### config.mk
export PLATFORM = sky130hd
export DESIGN_NAME = regfile_write_arbiter
export DESIGN_NICKNAME = d
export VERILOG_FILES = /design/src/rtl/regfile_write_arbiter.sv
export SDC_FILE = /design/constraint.sdc
export NUM_CORES = 1
export LEC_CHECK = 0
export ABC_AREA = 1
export BUFFER_PORTS_ARGS = -buffer_cell sky130_fd_sc_hd__buf_2
export CAP_MARGIN = 10
export CORE_MARGIN = 4
export CORE_UTILIZATION = 50
export DETAILED_ROUTE_END_ITERATION = 8
export PLACE_DENSITY = 0.8
export SLEW_MARGIN = 40
export SYNTH_ARGS = -nofsm -noshare
export SYNTH_HDL_FRONTEND = slang
export SYNTH_SLANG_ARGS = --single-unit
### constraint.sdc
create_clock -name clk -period 2 [get_ports clk]
set_input_delay 0 -clock clk [delete_from_list [all_inputs] [get_ports clk]]
set_output_delay 0 -clock clk [all_outputs]
set_load 0.01 [all_outputs]
### src/rtl/regfile_write_arbiter.sv
// rtl/regfile_write_arbiter.sv - round-robin arbiter sharing the register-file write port
//
// Purpose: arbitrates ALU (req0) and load (req1) writebacks onto the single
// register-file write port through one registered commit stage, flags RAW
// hazards for the two decode read addresses, and counts committed writes.
//
// Ports:
//   clk, rst_n                 clock, asynchronous active-low reset
//   req0_valid/addr/data/ready ALU writeback request and its acceptance
//   req1_valid/addr/data/ready load writeback request and its acceptance
//   rd_addr_a, rd_addr_b       decode read addresses
//   hazard_a, hazard_b         pending write to the matching read address
//   rf_we, rf_waddr, rf_wdata  register-file write port (commit stage)
//   cnt0, cnt1                 saturating committed-write counters
module regfile_write_arbiter #(
  parameter int DATA_W = 32,
  parameter int ADDR_W = 5,
  parameter int CNT_W  = 16
) (
  input  logic              clk,
  input  logic              rst_n,
  input  logic              req0_valid,
  input  logic [ADDR_W-1:0] req0_addr,
  input  logic [DATA_W-1:0] req0_data,
  output logic              req0_ready,
  input  logic              req1_valid,
  input  logic [ADDR_W-1:0] req1_addr,
  input  logic [DATA_W-1:0] req1_data,
  output logic              req1_ready,
  input  logic [ADDR_W-1:0] rd_addr_a,
  input  logic [ADDR_W-1:0] rd_addr_b,
  output logic              hazard_a,
  output logic              hazard_b,
  output logic              rf_we,
  output logic [ADDR_W-1:0] rf_waddr,
  output logic [DATA_W-1:0] rf_wdata,
  output logic [CNT_W-1:0]  cnt0,
  output logic [CNT_W-1:0]  cnt1
);

  localparam logic [CNT_W-1:0] CNT_MAX = '1;
  localparam logic [CNT_W-1:0] CNT_ONE = {{(CNT_W-1){1'b0}}, 1'b1};

  // rr_ptr: 0 favours req0 on contention, 1 favours req1
  logic              rr_ptr_q, rr_ptr_d;
  logic              rf_we_q, rf_we_d;
  logic [ADDR_W-1:0] rf_waddr_q, rf_waddr_d;
  logic [DATA_W-1:0] rf_wdata_q, rf_wdata_d;
  logic [CNT_W-1:0]  cnt0_q, cnt0_d;
  logic [CNT_W-1:0]  cnt1_q, cnt1_d;

  logic              grant0, grant1;
  logic              accept;
  logic [ADDR_W-1:0] sel_addr;
  logic [DATA_W-1:0] sel_data;

  // Grants are suppressed while reset is asserted so no handshake completes
  // against a commit stage that is being cleared.
  always_comb begin
    grant0 = 1'b0;
    grant1 = 1'b0;
    if (rst_n) begin
      if (req0_valid && req1_valid) begin
        grant0 = ~rr_ptr_q;
        grant1 = rr_ptr_q;
      end else begin
        grant0 = req0_valid;
        grant1 = req1_valid;
      end
    end
  end

  assign req0_ready = grant0;
  assign req1_ready = grant1;
  assign accept     = grant0 | grant1;

  always_comb begin
    sel_addr   = grant1 ? req1_addr : req0_addr;
    sel_data   = grant1 ? req1_data : req0_data;

    rr_ptr_d   = rr_ptr_q;
    rf_we_d    = 1'b0;
    rf_waddr_d = rf_waddr_q;
    rf_wdata_d = rf_wdata_q;
    cnt0_d     = cnt0_q;
    cnt1_d     = cnt1_q;

    // Pointer moves to whichever requester did not win this cycle.
    if (grant0) begin
      rr_ptr_d = 1'b1;
    end else if (grant1) begin
      rr_ptr_d = 1'b0;
    end

    // Register 0 is hardwired: its writes are handshaken but silently dropped,
    // leaving the write port address/data untouched.
    if (accept && (sel_addr != '0)) begin
      rf_we_d    = 1'b1;
      rf_waddr_d = sel_addr;
      rf_wdata_d = sel_data;
    end

    if (grant0 && (req0_addr != '0) && (cnt0_q != CNT_MAX)) begin
      cnt0_d = cnt0_q + CNT_ONE;
    end
    if (grant1 && (req1_addr != '0) && (cnt1_q != CNT_MAX)) begin
      cnt1_d = cnt1_q + CNT_ONE;
    end
  end

  always_ff @(posedge clk or negedge rst_n) begin
    if (!rst_n) begin
      rr_ptr_q   <= 1'b0;
      rf_we_q    <= 1'b0;
      rf_waddr_q <= '0;
      rf_wdata_q <= '0;
      cnt0_q     <= '0;
      cnt1_q     <= '0;
    end else begin
      rr_ptr_q   <= rr_ptr_d;
      rf_we_q    <= rf_we_d;
      rf_waddr_q <= rf_waddr_d;
      rf_wdata_q <= rf_wdata_d;
      cnt0_q     <= cnt0_d;
      cnt1_q     <= cnt1_d;
    end
  end

  // A read address is hazarded by any visible request (granted or waiting)
  // or by the write sitting in the commit stage. Nothing is forwarded here.
  assign hazard_a = (rd_addr_a != '0) &&
                    ((req0_valid && (req0_addr == rd_addr_a)) ||
                     (req1_valid && (req1_addr == rd_addr_a)) ||
                     (rf_we_q && (rf_waddr_q == rd_addr_a)));

  assign hazard_b = (rd_addr_b != '0) &&
                    ((req0_valid && (req0_addr == rd_addr_b)) ||
                     (req1_valid && (req1_addr == rd_addr_b)) ||
                     (rf_we_q && (rf_waddr_q == rd_addr_b)));

  assign rf_we    = rf_we_q;
  assign rf_waddr = rf_waddr_q;
  assign rf_wdata = rf_wdata_q;
  assign cnt0     = cnt0_q;
  assign cnt1     = cnt1_q;

endmodule

# After elaboration in Yosys (flattened, before gate mapping)
# Index checks and enable logic that the tools add are counted.
# W data, S select, Z words.
# word_totals
reg_bits,71
out_inout_bits,74
inputBits,88
# classes
n_bitwise,2
muxes,9
n_eq_ne,8
reduce_logical,24
addsub,2
# ops
op,count
$add A16 B1 Y16 const B,2
$mux W32,1
$ne A16 B16 Y1 const B,2
$eq A5 B5 Y1,6
$reduce_bool A5 Y1,5
$logic_and A1 B1 Y1,14
$mux W1,7
$mux W5,1
$logic_or A1 B1 Y1,4
$reduce_bool A2 Y1,1
$not A1 Y1,1
$or A1 B1 Y1,1

# Logic depth before layout (Yosys ltp)
# Gate-level depths: netlist of the first run.
# logic_depth
ltp_word,7
mapped_depth,13
mapped_depth_nobuf,10

# Worst setup path before layout of the first run
# OpenSTA, ideal clock, no wires.
# synth_timing
kind,register to register
start,register cnt1_q[0] (netlist: cnt1[0])
end,register cnt1_q[7] (netlist: cnt1[7])
path_stages_with_launch,10
setup_time_ns,0.120
t_required_ns,1.880
t_arrival_ns,1.501
n_path_buf,1
slack_ns,0.378
path_cell_list,dfrtp_1 ha_1 nand3_1 nor3_2 nand3_1 nand2_1 inv_2 buf_2 nand3b_1 nand2_1
# synth_via
elab_chain_cells,2
# synth_lines
item,line,rtl
start: declaration,50,"logic [CNT_W-1:0] cnt1_q, cnt1_d;"
start signal: assignment,125,cnt1_q <= cnt1_d;
"parallel branches: the longest is 2 deep, another holds $add A16 B1 Y16",-,
# Several ways; the timed one is not identified.
# A chain may end at the register's enable or synchronous reset.

# Worst setup path after layout of the first run
# layout_timing
start,register rr_ptr_q
end,register rf_wdata_q[16] (netlist: rf_wdata[16])
# layout_via
elab_chain_cells,5
# layout_lines
item,line,rtl
start: declaration,45,"logic rr_ptr_q, rr_ptr_d;"
start signal: assignment,120,rr_ptr_q <= rr_ptr_d;
$mux W1 / $not A1 Y1 (equally long branches),"63, 64",
"$mux W1, on equally long branches","62, 63",
$mux W5 / $mux W1 (equally long branches),"78, 62",
$reduce_bool A5 Y1 / $or A1 B1 Y1 (equally long branches),"97, 75",
$logic_and A1 B1 Y1,97,if (accept && (sel_addr != '0)) begin
end signal: assignment,123,rf_wdata_q <= rf_wdata_d;
end: declaration,48,"logic [DATA_W-1:0] rf_wdata_q, rf_wdata_d;"
# Several ways; a longest one is shown, not always the timed one.

==> results of run 1 <==
==> routing by layer <==
layer  vias to the layer above  share of wire
met5                         -              0
met4                         0          0.024
met3                        38          0.097
met2                       324           0.50
met1                      2571           0.38
li1                       2576              -
==> cell usage in the layout (no fill, tap or decap), types with 4 or more instances in the layout <==
cell type,synthesis,final
a21oi_1,8,8
buf_12,2,4
buf_2,6,160
buf_4,3,11
clkbuf_8,0,10
clkinvlp_4,0,6
dfrtp_1,71,71
dlygate4sd3_1,0,54
inv_1,53,52
nand2_1,256,256
nand2_2,8,7
nand3_1,88,88
nand3_2,21,21
nand3b_1,6,6
nand4_1,6,6
nor2_1,36,36
nor3_1,18,18
o21ai_0,27,27
o22ai_1,10,10
xor2_1,15,15
==> final timing paths <==
path / cells past startpoint / slack [ps] / to / start
min: 5 / 10 / rf_wdata[13] / req1_data[13]
min in group asynchronous: 3 / 350 / cnt1[0] / rst_n
max in group asynchronous: 3 / 1210 / rf_waddr[2] / rst_n
max: 10 / 110 / rf_wdata[16] / rr_ptr_q
min reg2reg: 2 / 510 / rf_wdata[30] / rf_wdata[30]
max reg2reg: 10 / 110 / rf_wdata[16] / rr_ptr_q
==> flip-flops by register name (all words and copies together), names as in the netlist <==
name / count
rf_wdata: 32
rf_waddr: 5
rf_we: 1
cnt1: 16
cnt0: 16
rr_ptr_q: 1
==> cell type report <==
class / count / area (um2)
clock buffer: 10 / 138
clock inverter: 6 / 67.6
fill: 660 / 2490
inverter: 56 / 218
multi-input combinational: 510 / 2460
sequential: 71 / 1780
tap: 108 / 135
timing repair buffer: 231 / 1540
timing repair inverter: 3 / 22.5
==> synthesized netlist by cell type (all sizes together) <==
master and n:
nand4 6, a21oi 8, xnor2 2, o21ai 27
o22ai 10, inv 55, o211ai 1, nand3b 6
clkbuf 8, xor2 15, clkinv 1, o21bai 1
nor3 19, nor2 38, nand3 109, dfrtp 71
ha 2, buf 18, nand2 265, or2 1
==> metrics by stage <==
| stage | utilization | hold slack [ps] | cells | area (um2) | worst slack [ps] |
|---|---|---|---|---|---|
| after floorplan | - | -296 | 663 | 4630 | 378 |
| after global placement | 0.622 | 311 | 918 | 5510 | 255 |
| after detailed placement | 0.623 | 204 | 918 | 5510 | 67.9 |
| after CTS | 0.707 | 2.50 | 988 | 6260 | 22.0 |
| after global routing | 0.719 | 39.5 | 995 | 6360 | 1.29 |
| final | 0.719 | 10.6 | 995 | 6360 | 112 |
==> cell families (layout without fill, tap and decap cells) <==
| logic type | after synthesis | after routing | synth area share |
|---|---|---|---|
| adder cells (fa/ha/maj) | 2 | 2 | 0.00541 |
| XOR/XNOR | 17 | 17 | 0.0322 |
| buffers and inverters | 82 | 306 | 0.0860 |
| flip-flops | 71 | 71 | 0.384 |
| AND/OR/NAND/NOR | 444 | 444 | 0.437 |
| AO/OA/AOI/OAI | 47 | 47 | 0.0557 |
==> repair_timing <==
item | CTS | global route
setup endpoints to repair | 0 | 25
hold buffers | 54 | 0
resized for setup | 0 | 12
setup buffers | 0 | 3
endpoints found under the hold margin | 100 | 0
==> power by group through the flow <==
stage                     registers (mW)  logic [mW]  clock network (mW)
after floorplan                     2.08       0.723                   0
after global placement              1.99        1.39                   0
after detailed placement            2.01        1.43                   0
after CTS                           1.99        1.53                1.22
after global routing                2.04        1.75                1.30
final                               2.00        1.59                1.22
==> worst max-delay path, stage by stage (launching register included) <==
cell and delay [ps]:
dfrtp_1 390, inv_1 90, nand2_2 110, nand2_4 130, inv_4 70, buf_12 150, nand2_1 70, nand2_1 60
dlygate4sd3_1 570, nand3_1 90, nand2_1 50
==> metrics, run 1 <==
NumNets Final 972; Clk pwr share 0.253; Slew Limit Fails 0; final hold vios 0; grt met1 use 0.350; clock tree buffer depth 2; post-synth top area share 0.384; WL/cell 15.8 um; Max Clk Rate 530 MHz; via count 5509; Critical Path RT 2250 ps; first-pass GRT wire length 25500 um; antenna violation net count after detailed routing 0; yosys warns 0; Layout area overhead 37.5%; largest net degree at the start of global routing 72; worst hold path type input pin to flip-flop; Worst Setup End Kind flip-flop; vias in the first global route 5407; Yosys top cell by area dfrtp_1; sequential share of power 0.416; max cap viols 0; Power Total 4.80 mW; TritonCTS Buffers 9; layout cells sized above 1 0.265; DRC 0; sequential area share after synthesis 0.384; clock slew seen by the registers of the worst setup and hold paths 80 ps; GPL Wtd Cong 0.899; power share of the combinational group 0.330; PortBufs 161; ANT cells 0; initial antenna violation count 0; Row Count 34; gr usage total 0.283; syn avg cell area 6.98 um2; Via density 5.54; Worst-Skew Late Latency 350 ps; post-detail-place hpwl 10100 um; H-tree levels 3; Period minus WS final 1890 ps; CTS tree yes; Fin Setup TNS 0 ps; Area contributors post-synth dfrtp_1, nand2_1, nand3_1, nand3_2, inv_1; Starting Density 0.523; starting DRC count in detailed routing 407; clk root buf clkbuf_8; Slew @ Worst Pin 640 ps; CP Max Fanout 17; clk sink count 71; Power Density 755 nW/um2; Internal Pwr Total 2.98 mW; GRT busiest layer met2; Peak VDD IR 411 uV; met3 Usage GRT 0.0670; final WL 15800 um; core area 8850 um2; Post-Syn Nets 753; Die Wd 104 um; Switching Fraction 0.380; Synth cell types 30; Slew HR 0.573; Die Ht 104 um; critical path data arrival time 2130 ps; global route overflow 0; post-synthesis cell area 4630 um2; Pleak 3.48 nW; CP Class flip-flop to flip-flop; I/O pins 162; drt pass-1 iters 5; Synth Instances 663; period utilisation layout 0.944; switching pwr 1.82 mW; RSZ-0062 raised after global routing false; met2 GRT Util 0.486; CP startpoint kind flip-flop; Layout Skew 9.57 ps; synthesized flop and latch total 71; status finished clean; full die area 10900 um2; # setup viols final 0
Note: power is estimated with default switching activity, not from simulation.
==> run 2: changes to the inputs <==
CORE_UTILIZATION = 47   (was 50)
PLACE_DENSITY = 0.76   (was 0.8)
==> run 2 against run 1 <==
Clock skew shrank 0.80 ps. Cell area shrank 1.3%. Total power shrank 2.9%. Clock-buffer cell count shrank 1. Critical endpoint is now rf_wdata[5].
==> metrics, run 2 (synthesis results as in run 1) <==
status finished clean (unchanged); Power Density 742 nW/um2 (was 755 nW/um2); TritonCTS Buffers 9 (unchanged); H-tree levels 3 (unchanged); CP Max Fanout 34 (was 17); Fin Setup TNS 0 ps (unchanged); I/O pins 162 (unchanged); clock slew seen by the registers of the worst setup and hold paths 80 ps (about the same); most frequent CP cell nand2_1 (unchanged); Period minus WS final 1940 ps (was 1890 ps); PortBufs 161 (unchanged); vias in the first global route 5226 (was 5407); full die area 11500 um2 (was 10900 um2); layout cells sized above 1 0.263 (was 0.265); Peak VDD IR 402 uV (was 411 uV); GPL Wtd Cong 1.01 (was 0.899); NumNets Final 964 (was 972); Row Count 35 (was 34); Slew HR 0.608 (was 0.573); hold path start req0_data[26] (was req1_data[13]); reg2reg setup slack 80 ps (was 110 ps); CTS tree yes (unchanged); Worst-Skew Late Latency 340 ps (was 350 ps); max cap viols 0 (unchanged); Pleak 3.46 nW (was 3.48 nW); starting DRC count in detailed routing 466 (was 407); Reg2Reg Depth 10 (unchanged); clk root buf clkbuf_8 (unchanged); Critical Path Start rst_n (was rr_ptr_q); critical path data arrival time 2220 ps (was 2130 ps); Max Clk Rate 516 MHz (was 530 MHz); Worst Setup End Kind flip-flop (unchanged); Die Ht 107 um (was 104 um); WL/cell 15.3 um (was 15.8 um); Starting Density 0.491 (was 0.523); reg2reg start rr_ptr_q (unchanged); final hold vios 0 (unchanged); Largest register FFs 32 (unchanged); largest net degree at the start of global routing 44 (was 72); final WL 15400 um (was 15800 um); Fin Hold WS 5.93 ps (was 10.6 ps); gr usage total 0.269 (was 0.283); Layout area overhead 35.8% (was 37.5%); initial antenna violation count 0 (unchanged); CP Class input pin to flip-flop (was flip-flop to flip-flop); # setup viols final 0 (unchanged); CP startpoint kind input pin (was flip-flop); first-pass GRT wire length 25000 um (was 25500 um); CP max stage cell dlygate4sd3_1 (unchanged); antenna violation net count after detailed routing 0 (unchanged); clk sink count 71 (unchanged); worst hold path type input pin to flip-flop (unchanged); worst reg2reg endpoint rf_wdata[5] (was rf_wdata[16]); CP max stage delay 570 ps (about the same); Die Wd 107 um (was 104 um); Worst setup endpoint rf_wdata[5] (was rf_wdata[16]); commonest cells after routing, fill and taps aside nand2_1, buf_2, nand3_1, dfrtp_1, inv_1 (was nand2_1, buf_2, nand3_1, dfrtp_1, dlygate4sd3_1); post-route core utilization 0.667 (was 0.719); post-detail-place hpwl 10200 um (was 10100 um); Critical Path RT 2280 ps (was 2250 ps); DRC 0 (unchanged); global route overflow 0 (unchanged); Slew Limit Fails 0 (unchanged); Slew @ Worst Pin 585 ps (was 640 ps); RSZ-0062 raised after global routing false (unchanged); CP cell instances dlygate4sd3_1 -> buf_6 -> nand2_2 -> inv_4 -> nand2_4 -> inv_2 -> buf_12 -> nand2_1 -> nand2_1 -> dlygate4sd3_1 -> nand3_1 -> nand2_1 (was inv_1 -> nand2_2 -> nand2_4 -> inv_4 -> buf_12 -> nand2_1 -> nand2_1 -> dlygate4sd3_1 -> nand3_1 -> nand2_1); Via density 5.41 (was 5.54); period utilisation layout 0.970 (was 0.944); via count 5457 (was 5509); commonest non-fill, non-tap cell in the layout nand2_1 (unchanged); clock tree buffer depth 2 (unchanged); Layout Skew 8.76 ps (was 9.57 ps); core area 9420 um2 (was 8850 um2); drt pass-1 iters 6 (was 5)
## run 2: changes by cell type in the layout (fill, tap and decap cells not counted)
cell,change
diode_2,+1
nand2_1,-1
clkinv_4,+2
clkinvlp_4,-6
nand2_2,+1
clkbuf_8,-1
clkinv_2,+1
clkbuf_16,-1
inv_6,-2
inv_2,+2
dlygate4sd3_1,-4
## run 2: stage by stage
stage | total power [mW] | cells | area, um2 | setup WS, ps
after floorplan | 2.81 | 663 | 4630 | 378
after global placement | 3.38 | 938 | 5510 | 306
after detailed placement | 3.43 | 939 | 5530 | 169
after CTS | 4.64 | 1004 | 6220 | 28.7
after global routing | 4.96 | 1007 | 6280 | 1.82
final | 4.66 | 1008 | 6280 | 60.8
## run 2: how the worst min path moves through the flow
stage	to	slack, ps	cells past startpoint
floorplan	cnt0[0]	-300	0
global placement	rf_waddr[3]	-170	1
detailed placement	rf_waddr[3]	-160	1
CTS	rf_wdata[30]	0.4	5
global route	rf_waddr[0]	10	2
finish	rf_wdata[26]	6	5
## run 2: cell type report
| type | instances | area [um2] |
|---|---|---|
| fill | 750 | 3130 |
| tap | 129 | 161 |
| multi-input combinational | 510 | 2470 |
| antenna | 1 | 2.50 |
| clock inverter | 6 | 62.6 |
| inverter | 56 | 213 |
| clock buffer | 9 | 124 |
| timing repair buffer | 226 | 1480 |
| sequential | 71 | 1780 |
## run 2: per-layer routing
layer	share of wire	up-vias	track usage
met5	0	-	0
li1	-	2552	-
met3	0.082	62	0.0518
met4	0.042	0	0.119
met1	0.39	2515	0.333
met2	0.48	328	0.456
## run 2: where the power goes
| group | internal (mW) | total [mW] | switching [mW] | leakage (nW) |
|---|---|---|---|---|
| clock network | 0.567 | 1.11 | 0.547 | 0.0988 |
| logic | 0.643 | 1.55 | 0.908 | 2.46 |
| registers | 1.70 | 2.00 | 0.296 | 0.908 |
| total | 2.91 | 4.66 | 1.75 | 3.46 |
## run 2: worst max-delay path, delay by kind of cell
kind | cells | cell delay [ps]
buffers and inverters | 6 | 1630
and+or+nand+nor | 6 | 560
## run 2: repair_timing
action	CTS	global route
hold buffers	50	0
endpoints found under the hold margin	55	0
buffers inserted	0	3
gates resized for setup	0	11
setup endpoints to repair	0	15
